<file path="src/rtl/lsu_pkg.sv">
// Shared encodings for the load/store initiator: access sizes, FSM states and
// the alignment rule applied when a request is accepted.
package lsu_pkg;

  localparam int DM_AW_DEFAULT = 10;

  localparam logic [1:0] SZ_BYTE = 2'b00;
  localparam logic [1:0] SZ_HALF = 2'b01;
  localparam logic [1:0] SZ_WORD = 2'b10;

  typedef enum logic [1:0] {
    IDLE  = 2'b00,
    READ  = 2'b01,
    WRITE = 2'b10,
    DONE  = 2'b11
  } lsu_state_t;

  // Size 2'b11 is illegal and therefore always rejected.
  function automatic logic is_misaligned(input logic [1:0] size, input logic [1:0] lo);
    case (size)
      SZ_BYTE: return 1'b0;
      SZ_HALF: return lo[0];
      SZ_WORD: return (lo != 2'b00);
      default: return 1'b1;
    endcase
  endfunction

endpackage

</file>
<file path="src/rtl/lsu_lane_mux.sv">
// Little-endian lane steering: merges store data into an old word and
// extracts/extends load data from a memory word.
module lsu_lane_mux
  import lsu_pkg::*;
(
  input  logic [31:0] old_word,
  input  logic [31:0] wdata,
  input  logic [1:0]  lo,
  input  logic [1:0]  size,
  input  logic        sign_ext,
  output logic [31:0] merged,
  output logic [31:0] load_word
);

  logic [4:0]  byte_sh;
  logic [4:0]  half_sh;
  logic [7:0]  byte_val;
  logic [15:0] half_val;

  assign byte_sh  = {lo, 3'b000};
  assign half_sh  = {lo[1], 4'b0000};
  assign byte_val = old_word[byte_sh +: 8];
  assign half_val = old_word[half_sh +: 16];

  always_comb begin
    merged    = old_word;
    load_word = '0;
    case (size)
      SZ_BYTE: begin
        merged[byte_sh +: 8] = wdata[7:0];
        load_word = {{24{sign_ext & byte_val[7]}}, byte_val};
      end
      SZ_HALF: begin
        merged[half_sh +: 16] = wdata[15:0];
        load_word = {{16{sign_ext & half_val[15]}}, half_val};
      end
      SZ_WORD: begin
        merged    = wdata;
        load_word = old_word;
      end
      default: begin
        merged    = old_word;
        load_word = '0;
      end
    endcase
  end

endmodule

</file>
<file path="src/rtl/lsu_mem_master.sv">
// Load/store initiator between the MEM stage and a word-addressed data memory;
// sub-word stores are done as read-modify-write.
module lsu_mem_master
  import lsu_pkg::*;
#(
  parameter int DM_AW = DM_AW_DEFAULT
) (
  input  logic        clk,
  input  logic        reset,
  input  logic        req,
  input  logic        we,
  input  logic [1:0]  size,
  input  logic        sign_ext,
  input  logic [31:0] addr,
  input  logic [31:0] wdata,
  output logic        ready,
  output logic        done,
  output logic [31:0] rdata,
  output logic        misalign,
  output logic [31:0] mem_addr,
  output logic [31:0] mem_wdata,
  output logic        mem_write,
  output logic        mem_read,
  input  logic [31:0] mem_rdata,
  output logic [1:0]  state_dbg
);

  // Handshake: a request is taken on a rising edge where req=1 and ready=1;
  // done pulses for one cycle with rdata/misalign valid; req while busy is dropped.

  lsu_state_t  state, state_nx;
  logic        op_we;
  logic [1:0]  op_size;
  logic        op_sext;
  logic [1:0]  op_lo;
  logic [31:0] op_wdata;
  logic [31:0] merged;
  logic [31:0] load_word;
  logic        accept_mis;
  logic        unused_addr;

  assign unused_addr = &{1'b0, addr[31:DM_AW+2]};
  assign accept_mis  = is_misaligned(size, addr[1:0]);
  assign state_dbg   = state;

  lsu_lane_mux u_lane_mux (
    .old_word  (mem_rdata),
    .wdata     (op_wdata),
    .lo        (op_lo),
    .size      (op_size),
    .sign_ext  (op_sext),
    .merged    (merged),
    .load_word (load_word)
  );

  always_ff @(posedge clk) begin
    if (reset) state <= IDLE;
    else       state <= state_nx;
  end

  always_comb begin
    state_nx  = state;
    ready     = 1'b0;
    done      = 1'b0;
    mem_read  = 1'b0;
    mem_write = 1'b0;
    case (state)
      IDLE: begin
        ready = 1'b1;
        if (req) begin
          if (accept_mis)                   state_nx = DONE;
          else if (we && size == SZ_WORD)   state_nx = WRITE;
          else                              state_nx = READ;
        end
      end
      READ: begin
        mem_read = 1'b1;
        state_nx = op_we ? WRITE : DONE;
      end
      WRITE: begin
        mem_write = 1'b1;
        state_nx  = DONE;
      end
      DONE: begin
        done     = 1'b1;
        state_nx = IDLE;
      end
      default: state_nx = IDLE;
    endcase
  end

  always_ff @(posedge clk) begin
    if (reset) begin
      op_we     <= 1'b0;
      op_size   <= SZ_BYTE;
      op_sext   <= 1'b0;
      op_lo     <= 2'b00;
      op_wdata  <= '0;
      rdata     <= '0;
      misalign  <= 1'b0;
      mem_addr  <= '0;
      mem_wdata <= '0;
    end else begin
      case (state)
        IDLE: if (req) begin
          op_we    <= we;
          op_size  <= size;
          op_sext  <= sign_ext;
          op_lo    <= addr[1:0];
          op_wdata <= wdata;
          mem_addr <= {{(32-DM_AW){1'b0}}, addr[DM_AW+1:2]};
          if (accept_mis) begin
            misalign <= 1'b1;
            rdata    <= '0;
          end else if (we && size == SZ_WORD) begin
            mem_wdata <= wdata;
          end
        end
        // Old word is sampled combinationally from memory in the READ cycle.
        READ: begin
          if (op_we) begin
            mem_wdata <= merged;
          end else begin
            rdata    <= load_word;
            misalign <= 1'b0;
          end
        end
        WRITE: begin
          rdata    <= '0;
          misalign <= 1'b0;
        end
        default: ;
      endcase
    end
  end

endmodule

</file>
<file path="config.mk">
export PLATFORM = sky130hd
export DESIGN_NAME = lsu_mem_master
export DESIGN_NICKNAME = d
export VERILOG_FILES = /design/src/rtl/lsu_pkg.sv /design/src/rtl/lsu_lane_mux.sv /design/src/rtl/lsu_mem_master.sv
export SDC_FILE = /design/constraint.sdc
export NUM_CORES = 1
export LEC_CHECK = 0
export CAP_MARGIN = 25
export CORE_MARGIN = 2
export CORE_UTILIZATION = 47
export DETAILED_ROUTE_END_ITERATION = 8
export GPL_TIMING_DRIVEN = 0
export PLACE_DENSITY_LB_ADDON = 0.12
export SYNTH_ARGS = -nofsm -noshare
export SYNTH_HDL_FRONTEND = slang
export SYNTH_SLANG_ARGS = --single-unit
</file>
<file path="constraint.sdc">
create_clock -name clk -period 2.4 [get_ports clk]
set_input_delay 0.6 -clock clk [delete_from_list [all_inputs] [get_ports clk]]
set_output_delay 0.6 -clock clk [all_outputs]
set_load 0.02 [all_outputs]
</file>
==> metrics.cfg <==
[final_layout]
synthToLayoutAreaGrowth_pct=40.9
nets=1106
diodes=0
final_cell_area_um2=9010
drive_above_1_share_pct=12.7

[critical_path]
crit_top_cell=buf_1
cp-end-kind=register
crit_arrival_ps=2600
r2r_cells=8
reg2reg_to=mem_wdata[3]
regToRegSetupSlack_ps=120
cp_max_fo=10
crit_buf_inv=4
critPathSlowestCell=buf_1
crit_type=input port to register
r2r-start=op_lo[1]
max_stage_delay_ps=560
critical-path-top-delay-family=buffers and inverters
worstPathCellList=clkdlybuf4s50_1 > clkbuf_2 > buf_1 > buf_1 > a21oi_1
start_kind=input port
crit_required_ps=2690

[placed_design]
portBuffers=163
place_area_um2=8330
hpwlAfterDp_mm=17.1
gp_congestion=0.979

[yosys]
yosys-top-cells-count=152 x nand2_1, 115 x dfxtp_1, 95 x a21oi_1
synth_top_cell_area_share_pct=36.0
synth_area_leader_cell=dfxtp_1
ys_types=61
async_reset_ff_share_pct=0
synthFlopType=dfxtp_1
ys_seq_area_share_pct=36.0
synth_most_common_cell=nand2_1
ys_warn_count=0
synth-edff-count=0
syn_inst=792
syn_area_um2=6400
synth-seq-cells=115
ys_top_cells_by_area=dfxtp_1 36%, nand2_1 8.9%, a21oi_1 7.4%, buf_4 3.4%, a2bb2oi_1 3.0%
avgSynthCellArea_um2=8.08

[timing]
fin_skew_ps=10.5
period_needed_ps=2310
tns_ps=0
whs_ps=443
rsz0062_at_grt=false
setup_violations=0
fmax_mhz=433
slew_violations=0
relSlewSlack_pct=55.8
hold_violations=0
worst_pin_slew_ps=663
period_share_pct=96.3

[grt]
antenna_found_initial=0
grt_overflow=0
grt_max_degree=17
grt_pass1_wl_mm=34.9
grt_use_total_pct=31.6
grt_pass1_vias=6337

[route]
via_per_inst=5.84
wl_per_cell_um=19.5
drt_iter0_drc=686
num_vias=6910
firstDrtPassIters=9
postRouteAntennaNets=0
drt-total-wl_mm=23.1
drc=0

[clocking]
htreeDepth=4
cts_tree=yes
clock_sinks=115
clk_pin_slew_ps=50
cts.path.max_buffers=2
insertion_delay_ps=440
numCtsBuffers=17
root_buffer=clkbuf_16

[pwr]
switching_share_pct=39.5
powerDensity_nw_per_um2=1090
seq_power_share_pct=26.8
power.share.clock_pct=27.8
total_leakage_power_nw=3.28
power_mw=9.80
p_int_mw=5.93
comb_power_share_pct=45.4
netSwitchingPower_mw=3.87
vdd_drop_max_v=0.000833

[floorplanning]
die_area_um2=14600
coreArea_um2=13300
die_h_um=121
start_util_pct=48.1
io_pins=206
die_w_um=121
row_count=42

[hold_path]
hold_end=rdata[27]
hp-start=rdata[27]
holdPathStages=2
hp-class=register to register

[flow_run]
max-cap-violations=0

[status]
outcome=completed

power groups by stage:
stage                     combinational (mW)  clock, mW  sequential [mW]
after global routing                    4.76       2.81             2.67
after detailed placement                4.29          0             2.65
final                                   4.44       2.72             2.63
after global placement                  4.26          0             2.64
after CTS                               4.34       2.73             2.62
after floorplan                         2.51          0             2.88
registers in the layout, summed over array words and instances, names as in the netlist:
register and flops:
mem_addr 10, op_we 1, mem_wdata 32, rdata 32
op_lo 2, misalign 1, op_size 2, state_dbg 2
op_wdata 32, op_sext 1
cell usage in the layout, fill, tap and decap left out, types with 4 or more instances in the layout:
| cell type | count |
|---|---|
| a211oi_1 | 24 |
| a21o_1 | 8 |
| a21oi_1 | 93 |
| a221oi_1 | 8 |
| a222oi_1 | 12 |
| a2bb2oi_1 | 22 |
| a31oi_1 | 8 |
| a32oi_1 | 14 |
| buf_1 | 6 |
| buf_2 | 13 |
| buf_4 | 31 |
| buf_6 | 4 |
| bufinv_16 | 4 |
| clkbuf_1 | 27 |
| clkbuf_16 | 17 |
| clkbuf_2 | 7 |
| clkdlybuf4s50_1 | 162 |
| clkinv_2 | 5 |
| conb_1 | 22 |
| dfxtp_1 | 114 |
| ha_1 | 9 |
| inv_1 | 11 |
| mux2_2 | 13 |
| mux2i_1 | 16 |
| nand2_1 | 152 |
| nand3b_1 | 8 |
| nor2_1 | 44 |
| nor2b_1 | 15 |
| nor3_1 | 4 |
| nor3b_1 | 9 |
| o2111ai_1 | 8 |
| o21ai_0 | 32 |
| o21ai_1 | 24 |
| o41ai_2 | 7 |
routing by layer:
| metal | GRT usage [%] | part of all wire (%) | up-vias |
|---|---|---|---|
| li1 | - | - | 3247 |
| met1 | 41.0 | 40 | 3186 |
| met2 | 48.9 | 44 | 422 |
| met3 | 9.48 | 12 | 55 |
| met4 | 13.4 | 3.2 | 0 |
| met5 | 0 | 0 | - |
cell type report:
class | instances | area [um^2]
flip-flops and latches | 115 | 2310
fillers | 1154 | 4280
plain buffers | 84 | 479
inverters | 12 | 45.0
well taps | 176 | 220
repair buffers | 165 | 1650
multi-input cells | 599 | 3690
clock buffers | 22 | 474
clock inverters | 10 | 154
cells by family after synthesis:
logic type,Yosys count,synth area share [%]
simple gates,252,17.8
flops,115,36.0
fa+ha+maj,9,1.76
compound gates,283,30.6
buf+inv,99,8.13
mux,33,5.67
other cells,1,0.0586
repair_timing:
item	4_1_cts	5_1_grt
gates resized for setup	7	19
buffers inserted	0	2
hold buffers	0	0
endpoints found under the setup margin	82	67
pin swaps	0	1
through the flow:
stage          setup slack (ps)  utilization, %  std cells
6_report                   89.6            67.8       1183
5_1_grt                    7.37            67.8       1183
4_1_cts                    8.02            67.5       1182
3_5_place_dp               -689            62.6       1152
3_3_place_gp               -671            62.6       1152
2_1_floorplan               234               -        813
worst max path at each step:
stage,startpoint,cells after the start,to,slack (ps)
final,reset,5,rdata[7],90
after floorplan,op_lo[1],10,mem_wdata[31],230
after CTS,op_lo[1],9,mem_wdata[10],8
after detailed placement,reset,5,misalign,-690
after global placement,reset,5,misalign,-670
after global routing,op_lo[1],8,mem_wdata[6],7
worst min-delay path: stages (launching register included):
cell,delay [ps]
dfxtp_1,300
nand2_1,50
o21ai_1,50
Power figures use the tool's default switching activity.
==> RTL change 1, RTL diff (same settings) <==
Set the package constant `DM_AW_DEFAULT` to 11 (it was 10).
--- a/src/rtl/lsu_pkg.sv
+++ b/src/rtl/lsu_pkg.sv
@@ -2,7 +2,7 @@
 // the alignment rule applied when a request is accepted.
 package lsu_pkg;
 
-  localparam int DM_AW_DEFAULT = 10;
+  localparam int DM_AW_DEFAULT = 11;
 
   localparam logic [1:0] SZ_BYTE = 2'b00;
   localparam logic [1:0] SZ_HALF = 2'b01;
Function: changed (Yosys sat finds a counterexample within 4 cycles, from zero or initial values and one cycle with reset high).
==> RTL change 1 against the unedited design <==
Worst setup slack got worse by 0.014 ns; routed wire length rose by 11%; power rose by 8.2%; hold slack improved by 0.0096 ns; clock power rose by 3%; sequential cell count rose by 1; largest power group unchanged; final area rose by 7.0%; area after synthesis rose by 8.5%.
==> RTL change 1: results (changes against the unedited design) <==
# diodes 0 (unchanged); initial antenna violation count 0 (unchanged); fillers 1234 (+6.9%); Largest delay share family, worst path buffers and inverters; Reg2Reg Depth 9 (+1); Multi-input comb cells 610 (+1.8%); M1 WL 10600 um (+14%); post-route clock skew 0.00447 ns (-0.00599 ns); buffers inserted by post-CTS timing repair 1 (+1); met3 GRT Util 6.46% (-3.0 points); ClkCell Share 6.64% (-0.33 points); met3 wire length 2550 um (-7.2%); met1 GRT Util 43.5% (+2.5 points); global-route wire length before repair 40000 um (+15%); largest fanout on the critical path 10 (unchanged); I/O Buffers 165 (+1.2%); post-cts repair resize count 13 (+6); dominant synthesized flop cell dfxtp_1; Tightest Pin Transition 0.745 ns (+0.0811 ns); largest net degree at the start of global routing 22 (+5); met2 usage 49.6% (+0.73 points); Highest Signal Layer met4; detailed placement HPWL 19000 um (+11%); worst vdd ir 0.969 mV (+16%); Synth cell types 67 (+9.8%); Leakage Power 3.62 nW (+10%); reg2reg start state_dbg[0]$_SDFFE_PP0N_; Nets 1161 (+5.0%); invs w/o clock 36 (+24); wire per inst 20.7 um (+5.9%); CP Launch Point size[0]; Worst Hold Depth 2 (unchanged); most frequent cells after synthesis nand2_1 (150), dfxtp_1 (116), a21oi_1 (81); min-delay src mem_addr[0]$_SDFFE_PP0P_; DRT iter0 DRCs 1025 (+49%); Clock Latency Late Sink 0.42 ns (-0.02 ns); gp weighted congestion 1.02 (+4.1%); layout cells sized above 1 14.0% (+1.3 points); status finished clean; clk slew on worst S/H paths 0.06 ns; all-layer global routing usage 32.0% (+0.36 points); max incr delay on CP 0.54 ns (-0.02 ns); fraction of area in multi-input gates 42.5% (+1.5 points); register area 2330 um2 (+0.92%); signal buffers share of area 23.0% (-0.59 points); Hold Crit Class flip-flop to flip-flop; Max Freq 0.430 GHz (-0.58%); CP arrival 2.60 ns (about the same); Crit-path slowest cell clkdlybuf4s50_1; vias post-DR 7595 (+9.9%); FF+latch count 116 (+0.87%); wire length on met2 11500 um (+12%); CLK BUF 22 (unchanged); top post-synthesis cells by area dfxtp_1 (33%), nand2_1 (8.1%), a21oi_1 (5.8%); Buffers excl. clock 268 (+7.6%); First-pass DRT Iterations 6 (-3); vias in the first global route 7223 (+14%); sequential area share after synthesis 33.5% (-2.5 points)
[RTL change 1: cell types whose count changed after synthesis, moves of 21 or more]
cell	unedited run	this run
a2bb2oi_1	22	0
inv_1	11	34
nor2_1	44	6
a22o_1	1	37
o21ai_1	24	0
a311oi_1	1	22
[RTL change 1: final timing paths]
path	to	slack, ns
hold / removal	mem_addr[0]$_SDFFE_PP0P_	0.45
setup / recovery	mem_wdata[2]$_SDFFE_PP0P_	0.08
setup reg to reg	mem_wdata[2]$_SDFFE_PP0P_	0.11
hold reg to reg	mem_addr[0]$_SDFFE_PP0P_	0.45
[RTL change 1: through the flow]
stage / worst slack (ns) / cells / cell area (um2) / total power [mW] / setup TNS [ns]
floorplan: 0.0646 / 866 / 7020 / 5.78 / 0
global placement: -0.436 / 1215 / 8900 / 7.53 / -23.53
detailed placement: -0.458 / 1215 / 8900 / 7.58 / -25.35
CTS: -0.0192 / 1245 / 9570 / 10.4 / -0.101
global route: -0.000315 / 1245 / 9650 / 11.1 / -0.000370
finish: 0.0761 / 1245 / 9650 / 10.6 / 0
[RTL change 1: where the power goes]
| part | leakage (nW) | switching, mW | total (mW) | internal (mW) |
|---|---|---|---|---|
| registers | 0.949 | 0.320 | 2.67 | 2.35 |
| clock network | 0.310 | 0.915 | 2.80 | 1.89 |
| logic | 2.36 | 3.11 | 5.13 | 2.02 |
| total | 3.62 | 4.35 | 10.6 | 6.25 |
[RTL change 1: cells by family (layout without fill, tap and decap cells)]
family,count (synthesis),count (layout),synth area share (%)
adders and majority gates,9,9,1.62
buffers and inverters,140,335,9.62
muxes,38,38,6.18
other,1,21,0.0540
DFF,116,116,33.5
AOI/OAI and AO/OA,313,313,33.2
and+or+nand+nor,229,229,15.9
==> RTL change 2, RTL diff (same flow settings) <==
Made on the original files. Register the output `state_dbg` once more; this adds one clock of latency there. The other outputs are not delayed to match.
--- a/src/rtl/lsu_mem_master.sv
+++ b/src/rtl/lsu_mem_master.sv
@@ -41,7 +41,9 @@
 
   assign unused_addr = &{1'b0, addr[31:DM_AW+2]};
   assign accept_mis  = is_misaligned(size, addr[1:0]);
-  assign state_dbg   = state;
+  always_ff @(posedge clk) begin
+    state_dbg <= state;
+  end
 
   lsu_lane_mux u_lane_mux (
     .old_word  (mem_rdata),
Function: changed (a bounded check fails within 4 cycles, from zero or initial values and one cycle with reset high).
==> RTL change 2 against the unedited design <==
Final area increased by 5.3%; area after synthesis increased by 3.7%; die area increased by 3.6%; worst setup slack got worse by 0.035 ns; sequential share of layout area decreased by 0.81 points; routed wire length increased by 8.2%; power decreased by 0.65%; sequential cell count increased by 2; critical endpoint is now mem_wdata[19]$_SDFFE_PP0P_; highest routed layer unchanged.
==> RTL change 2: results (changes against the unedited design) <==
fillers 1199 (+3.9%); wire per inst 20.2 um (+3.4%); First-pass DRT Iterations 5 (-4); Total Power 9.73 mW (-0.65%); Power Sequential 2.71 mW (+3%); status finished clean; CTS buffer count 17 (unchanged); Synth Area in XOR/XNOR 0% (unchanged); post-route clock skew 0.0145 ns (+0.00407 ns); gp weighted congestion 1.04 (+6.4%); all-layer global routing usage 33.3% (+1.6 points); layout cells sized above 1 14.8% (+2.0 points); met3 wire length 2510 um (-8.6%); global-route wire length before repair 37700 um (+7.9%); M1 WL 10400 um (+12%); CP arrival 2.63 ns (+0.03 ns); clock power share 26.7% (-1.1 points); max incr delay on CP 0.60 ns (+0.04 ns); Tightest Pin Transition 0.701 ns (+0.0373 ns); Clock Latency Late Sink 0.43 ns; adder and majority gate portion of the synthesized area 1.70% (-0.063 points); Synth cell types 52 (-15%); sequential area share after synthesis 35.3% (-0.69 points); clk slew on worst S/H paths 0.06 ns; wire length on met2 11000 um (+6.7%); worst vdd ir 0.572 mV (-31%); Synth Area in Compound Gates 28.5% (-2.1 points); vias in the first global route 6763 (+6.7%); Crit-path slowest cell or4_4; met3 GRT Util 8.18% (-1.3 points); post-synthesis mux area share 5.96% (+0.29 points); Largest delay share family, worst path simple AND/OR/NAND/NOR gates; Nets 1156 (+4.5%); detailed placement HPWL 18500 um (+8.6%); met2 usage 50.2% (+1.3 points); Pint 5.83 mW (-1.6%); Leakage Power 3.46 nW (+5.3%); most frequent cells after synthesis nand2_1 (134), dfxtp_1 (117), a21oi_1 (104); met1 GRT Util 44.6% (+3.6 points); DRT iter0 DRCs 650 (-5.2%); vias per cell 5.93 (+1.5%); top post-synthesis cells by area dfxtp_1 (35%), a21oi_1 (7.8%), nand2_1 (7.6%); largest net degree at the start of global routing 17 (unchanged); r2r setup slk 0.05 ns (-0.07 ns)
-- RTL change 2: cell types whose count changed after synthesis, moves of 12 or more --
cell and change:
o21ai_1 -24, a221oi_1 +16, a32oi_1 -14, nand2_1 -18, a2bb2oi_1 -22, clkbuf_1 +13
a22oi_1 +15, o221ai_1 +13, nor3_1 +17, o21ai_0 -20, o2bb2ai_1 +26, a222oi_1 -12
nand3_1 +27
-- RTL change 2: through the flow --
stage,setup slack (ns),hold WS [ns],instances,instance area (um2)
final,0.0543,0.386,1237,9490
after floorplan,0.00357,0.371,851,6750
after detailed placement,-0.794,0.391,1195,8620
after global placement,-0.778,0.381,1194,8610
after global routing,-0.0297,0.392,1237,9490
after CTS,0.00971,0.386,1230,9350
-- RTL change 2: cell type report --
type / count / area [um2] / share of cell area, %
Sequential cell: 117 / 2350 / 24.8
Clock inverter: 12 / 155 / 1.63
Clock buffer: 20 / 447 / 4.71
Inverter: 19 / 87.6 / 0.923
Multi-Input combinational cell: 618 / 3950 / 41.7
Timing Repair Buffer: 178 / 1750 / 18.4
Buffer: 93 / 527 / 5.55
Tap cell: 180 / 225 / 2.37
-- RTL change 2: what timing repair did --
action / in CTS / in global routing
hold buffers: 0 / 0
buffers inserted: 4 / 10
pin swaps: 3 / 10
gates cloned: 0 / 0
setup endpoints to repair: 63 / 73
gates resized for setup: 29 / 30
-- RTL change 2: final timing paths --
check | start | end | depth (start not counted)
setup reg to reg | state[1]$_SDFFE_PP0N_ | mem_wdata[19]$_SDFFE_PP0P_ | 9
hold reg to reg | state[1]$_SDFFE_PP0N_ | state_dbg[1]$_DFF_P_ | 0
setup / recovery | state[1]$_SDFFE_PP0N_ | mem_wdata[19]$_SDFFE_PP0P_ | 9
hold / removal | state[1]$_SDFFE_PP0N_ | state_dbg[1]$_DFF_P_ | 0
